File: src/rtl/cdc_handshake_tx.sv
// Source-domain side of a toggle req/ack CDC handshake: latches one word, flips tx_req, waits for
// the synchronised rx_ack to match. Optional one-entry skid buffer: CDC_HANDSHAKE_TX_SKID_EN.
module cdc_handshake_tx #(
  parameter int unsigned DW = 8,
  parameter int unsigned W  = 3
) (
  input  logic          clk,
  input  logic          reset,
  input  logic          in_valid,
  output logic          in_ready,
  input  logic [DW-1:0] in_data,
  output logic [DW-1:0] tx_data,
  output logic          tx_req,
  input  logic          rx_ack,
  output logic          busy
);

  if (W < 2) begin : g_bad_depth
    $fatal(1, "cdc_handshake_tx: W must be greater than 1");
  end

  typedef enum logic [1:0] {StIdle, StLoad, StWait} state_e;

  state_e        state_q, state_d;
  logic [DW-1:0] tx_data_q, tx_data_d;
  logic          tx_req_q, tx_req_d;
  logic [W-1:0]  ack_sync_q;
  logic          ack_s;
  logic          accept;

`ifdef CDC_HANDSHAKE_TX_SKID_EN
  logic [DW-1:0] skid_data_q, skid_data_d;
  logic          skid_full_q, skid_full_d;

  assign in_ready = (state_q == StIdle) | ~skid_full_q;
`else
  assign in_ready = (state_q == StIdle);
`endif

  assign accept  = in_valid & in_ready;
  assign ack_s   = ack_sync_q[W-1];
  assign tx_data = tx_data_q;
  assign tx_req  = tx_req_q;
  assign busy    = (state_q != StIdle);

  // rx_ack is asynchronous; only the last stage of this chain is ever used.
  always_ff @(posedge clk or posedge reset) begin
    if (reset) begin
      ack_sync_q <= '0;
    end else begin
      ack_sync_q <= {ack_sync_q[W-2:0], rx_ack};
    end
  end

  always_ff @(posedge clk or posedge reset) begin
    if (reset) begin
      state_q   <= StIdle;
      tx_data_q <= '0;
      tx_req_q  <= 1'b0;
    end else begin
      state_q   <= state_d;
      tx_data_q <= tx_data_d;
      tx_req_q  <= tx_req_d;
    end
  end

`ifdef CDC_HANDSHAKE_TX_SKID_EN
  always_ff @(posedge clk or posedge reset) begin
    if (reset) begin
      skid_data_q <= '0;
      skid_full_q <= 1'b0;
    end else begin
      skid_data_q <= skid_data_d;
      skid_full_q <= skid_full_d;
    end
  end
`endif

  always_comb begin
    state_d   = state_q;
    tx_data_d = tx_data_q;
    tx_req_d  = tx_req_q;
`ifdef CDC_HANDSHAKE_TX_SKID_EN
    skid_data_d = skid_data_q;
    skid_full_d = skid_full_q;
`endif
    unique case (state_q)
      StIdle: begin
        if (accept) begin
          tx_data_d = in_data;
          state_d   = StLoad;
        end
      end
      // tx_data was written last cycle, so it is settled before the request flips.
      StLoad: begin
        tx_req_d = ~tx_req_q;
        state_d  = StWait;
`ifdef CDC_HANDSHAKE_TX_SKID_EN
        if (accept) begin
          skid_data_d = in_data;
          skid_full_d = 1'b1;
        end
`endif
      end
      StWait: begin
        if (ack_s == tx_req_q) begin
`ifdef CDC_HANDSHAKE_TX_SKID_EN
          if (skid_full_q) begin
            tx_data_d   = skid_data_q;
            skid_full_d = 1'b0;
            state_d     = StLoad;
          end else if (accept) begin
            tx_data_d = in_data;
            state_d   = StLoad;
          end else begin
            state_d = StIdle;
          end
`else
          state_d = StIdle;
`endif
        end
`ifdef CDC_HANDSHAKE_TX_SKID_EN
        else if (accept) begin
          skid_data_d = in_data;
          skid_full_d = 1'b1;
        end
`endif
      end
      default: state_d = StIdle;
    endcase
  end

endmodule
File: config.mk
export PLATFORM = sky130hd
export DESIGN_NAME = cdc_handshake_tx
export DESIGN_NICKNAME = d
export VERILOG_FILES = /design/src/rtl/cdc_handshake_tx.sv
export SDC_FILE = /design/constraint.sdc
export NUM_CORES = 1
export LEC_CHECK = 0
export CAP_MARGIN = 15
export CORE_AREA = 2 2 39 41
export DETAILED_ROUTE_END_ITERATION = 8
export DIE_AREA = 0 0 41 43
export PLACE_DENSITY = 0.78
export REMOVE_ABC_BUFFERS = 1
export SKIP_LAST_GASP = 1
export SLEW_MARGIN = 20
export SYNTH_ARGS = -nofsm -noshare
export SYNTH_HDL_FRONTEND = slang
export SYNTH_SLANG_ARGS = --single-unit
File: constraint.sdc
create_clock -name clk -period 3.67 [get_ports clk]
set_input_delay 1.101 -clock clk [delete_from_list [all_inputs] [get_ports clk]]
set_output_delay 1.101 -clock clk [all_outputs]
set_load 0.02 [all_outputs]
Word level (Yosys, flattened, before mapping). Cells that the tools add are included.

Equal/unequal tests: 5. Mux-type cells: 3. Bitwise gates (word level): 2. Reductions and logical operators: 4.

Operators by type and width (number): $pmux W2 S3 (1); $mux W2 (2); $reduce_and A2 Y1 (2); $eq A2 B1 Y1 const B (1); $eq A2 B2 Y1 const B (1); $logic_not A2 Y1 (1); $ne A2 B1 Y1 const B (1); $ne A2 B2 Y1 const B (1); $reduce_bool A2 Y1 (1); $and A1 B1 Y1 (1); $eq A1 B1 Y1 (1); $not A1 Y1 (1).

Flip-flop bits (word level): 14. Input port bits: 12. Word-level logic and storage cells: 18.

Logic depth before layout (Yosys ltp).
Depth in word-level cells: 4. Depth in mapped cells: 3.

Worst setup path after synthesis. OpenSTA, ideal clock, no wires.

Path kind: register -> output. Start point: reg state_q[1]. End point: out busy. Data arrival time: 919 ps. Setup slack: 1650 ps. Stages on the path, launching flop included: 3. Buffers on the path: 0. Cell sequence: dfrtp_1 > nor2_1 > inv_1.

Longest elaborated chain between the ends: 1.

RTL lines: start, declared (RTL line 24) `state_e state_q, state_d;`; start signal, assigned (RTL line 57) `state_q <= StIdle;`; start signal, assigned (RTL line 61) `state_q <= state_d;`; $reduce_bool A2 Y1 (RTL line 44) `assign busy = (state_q != StIdle);`; end, declared (RTL line 15) `output logic busy`.

Every way passes these cells.

Final worst setup path.
Start point: reg state_q[1]. End point: out in_ready.

Longest elaborated chain between the ends: 1.

RTL lines: $logic_not A2 Y1 (RTL line 37) `assign in_ready = (state_q == StIdle);`; end, declared (RTL line 10) `output logic in_ready,`.

Every way passes these cells.

==> impl_results.md <==
- Status: finished, final reports clean
- CP Buf/Inv Count: 1
- Die extent in y: 43 µm
- Pwr Total: 668 µW
- Required time worst endpoint: 2.57 ns
- Area grow syn2layout: 51.8%
- Post-synthesis register bit count: 14
- DR vias: around 320
- Routed Antenna Nets: 0
- Commonest non-fill, non-tap cell in the layout: clkdlybuf4s50_1
- CTS max path bufs: 2
- Crit-path cells: nor2_1 > clkdlybuf4s50_1
- Max_cap viols: 0
- CP endpoint kind: output port
- Initial antenna violation count: 0
- CTS buffer count: 3
- Setup WS pre-CTS: between 1 and 1.5 ns
- GRT Util Overall: 11.0%
- Antenna Cells: 0
- Clock Latency Late Sink: 0.27 ns
- First-pass iteration count of the detailed router: 1
- Min cycle time layout: 2.54 ns
- # port buffers: 22
- Die Wd: 41 µm
- Worst Max-Slew Pin Slew: about 0.61 ns
- Cells after Synth: 32
- Core Util, Final: 56.1%
- Gpl congestion: 0.589
- Hold_buf cts: 0
- Worst EP arrival: 1.44 ns
- Vias in the first global route: 315
- HPWL Detailed: 598 µm
- Most frequent cells in the layout: 22 x clkdlybuf4s50_1, 14 x dfrtp_1, 8 x mux2_2, 3 x clkbuf_4
- H-tree levels: 1
- Clock Root Buffer: clkbuf_4
- Lkg Pwr: 0.000331 µW
- TritonCTS clock tree: built
- CP peak stage delay: about 0.61 ns
- PostCTS Resize Cnt: 0
- Cell row count: 14
- Worst Path Max Fanout: 4
- Die Footprint: around 0.0018 mm²
- WS Path Type: register to output port
- Mean number of vias per cell: 4.36
- Multi-input logic area: 143 µm²
- Cell family with most CP delay: buffers and inverters
- Rel. slew slack: 59.0%
- Pin count of the biggest net entering global routing: 15
- PD cells: 860 mW/mm²
- CP max-delay cell: clkdlybuf4s50_1
- Register area: ~350 µm²
- Total negative slack: 0 ns
- Synth cell types: 10
- Fin nets: 70
- Critical Path Source Type: register
- Routed WL: roughly 780 µm
- CTS sink cnt: 14
- Filler cells: 126
- Post-route clock period utilization: 69.2%
- Total congestion overflow: 0
- Cell Area, Synth: 512 µm²
- Ports: 23
- First-pass GRT wire length: 1.26 mm
- Core area: approximately 0.0014 mm²
- Syn_area_per_cell: 16.0 µm²
- Worst VDD drop: about 0.0004 V
- Sequential-to-total area share from yosys stat: around two thirds
- DRT iter0 DRCs: 0
- DRC viols: 0
- Final number of hold-violating endpoints: 0
- Starting Density: 37.0%
- Highest clock rate: between 300 and 400 MHz
- Postcts setup bufs: 0
- DR WL/cell: ~11 µm
- Final worst slack: 1.13 ns
- Share of cells above drive strength 1: a little under a quarter
- Fin. max-slew vios: 0
- Reg clk slew, reported paths: 0.08 ns
- RSZ-0062 raised after global routing: no
- Synth warnings: 0
- Setup violations, final: 0
- Fin Clk Skew: 0.00256 ns
- Hold crit path type: register to register
==> stage by stage <==
| step | cells | cell area (µm²) | hold WS, ns |
|---|---|---|---|
| floorplan | 31 | 500 | 0.331 |
| global placement | 69 | 741 | 0.333 |
| detailed placement | 69 | 741 | 0.336 |
| CTS | 73 | 777 | 0.354 |
| global route | 73 | 777 | 0.361 |
| finish | 73 | 777 | 0.352 |
==> sequential cells by signal, indices dropped and copies added, names as in the netlist <==
signal	cells
state_q	2
ack_sync_q	3
tx_data	8
tx_req	1
==> report_power, final <==
part           switching [µW]  total, µW  internal [µW]  leakage [µW]
combinational             137        309            172      0.000144
clock                    45.6        106           60.3     0.0000210
sequential               38.5        253            215      0.000166
==> cell type report <==
cell class / instances / share of cell area (%)
flip-flops and latches: 14 / 45.1
repair buffers: 22 / 28.3
multi-input cells: 15 / 18.4
clock buffers: 4 / 4.67
well taps: 16 / 2.58
inverters: 2 / 0.966
==> logic make-up (layout without fill, tap and decap cells) <==
group,Yosys count,in the layout,synth area share (%)
buffers and inverters,3,28,3.67
AOI/OAI and AO/OA,1,1,0.977
xor gates and xnor gates,2,2,3.42
and+or+nand+nor,4,4,5.87
muxes,8,8,17.6
DFF,14,14,68.5
==> metal layers <==
layer	vias to the layer above	share of wire (%)	GRT usage [%]
met5	-	0	0
met3	2	9.6	3.66
li1	156	-	-
met4	0	0.51	8.00
met1	142	45	15.3
met2	18	45	13.8
==> synth_stat cells (all sizes together) <==
cell type  number  share of area, %
buf             1               2.2
dfrtp          14                68
inv             2               1.5
mux2            8                18
nand2b          1               1.2
nor2            1              0.73
nor3b           1               2.4
o21ai           1              0.98
or2b            1               1.5
xnor2           2               3.4
==> worst register-to-register path: stages (launching register included) <==
cell     delay [ns]
dfrtp_1        0.41
nor3b_2        0.55
mux2_2         0.40
==> final timing paths <==
check | start | end | slack (ns) | cells after the start
setup / recovery | state_q[1] | in_ready | 1.13 | 2
hold / removal | ack_sync_q[0] | ack_sync_q[1] | 0.35 | 0
setup reg to reg | state_q[1] | tx_data[3] | 2.20 | 2
hold reg to reg | ack_sync_q[0] | ack_sync_q[1] | 0.35 | 0
max in group asynchronous | reset | tx_data[6] | 2.20 | 2
min in group asynchronous | reset | ack_sync_q[1] | 1.14 | 2
No activity file was read; power rests on OpenSTA's default activity.
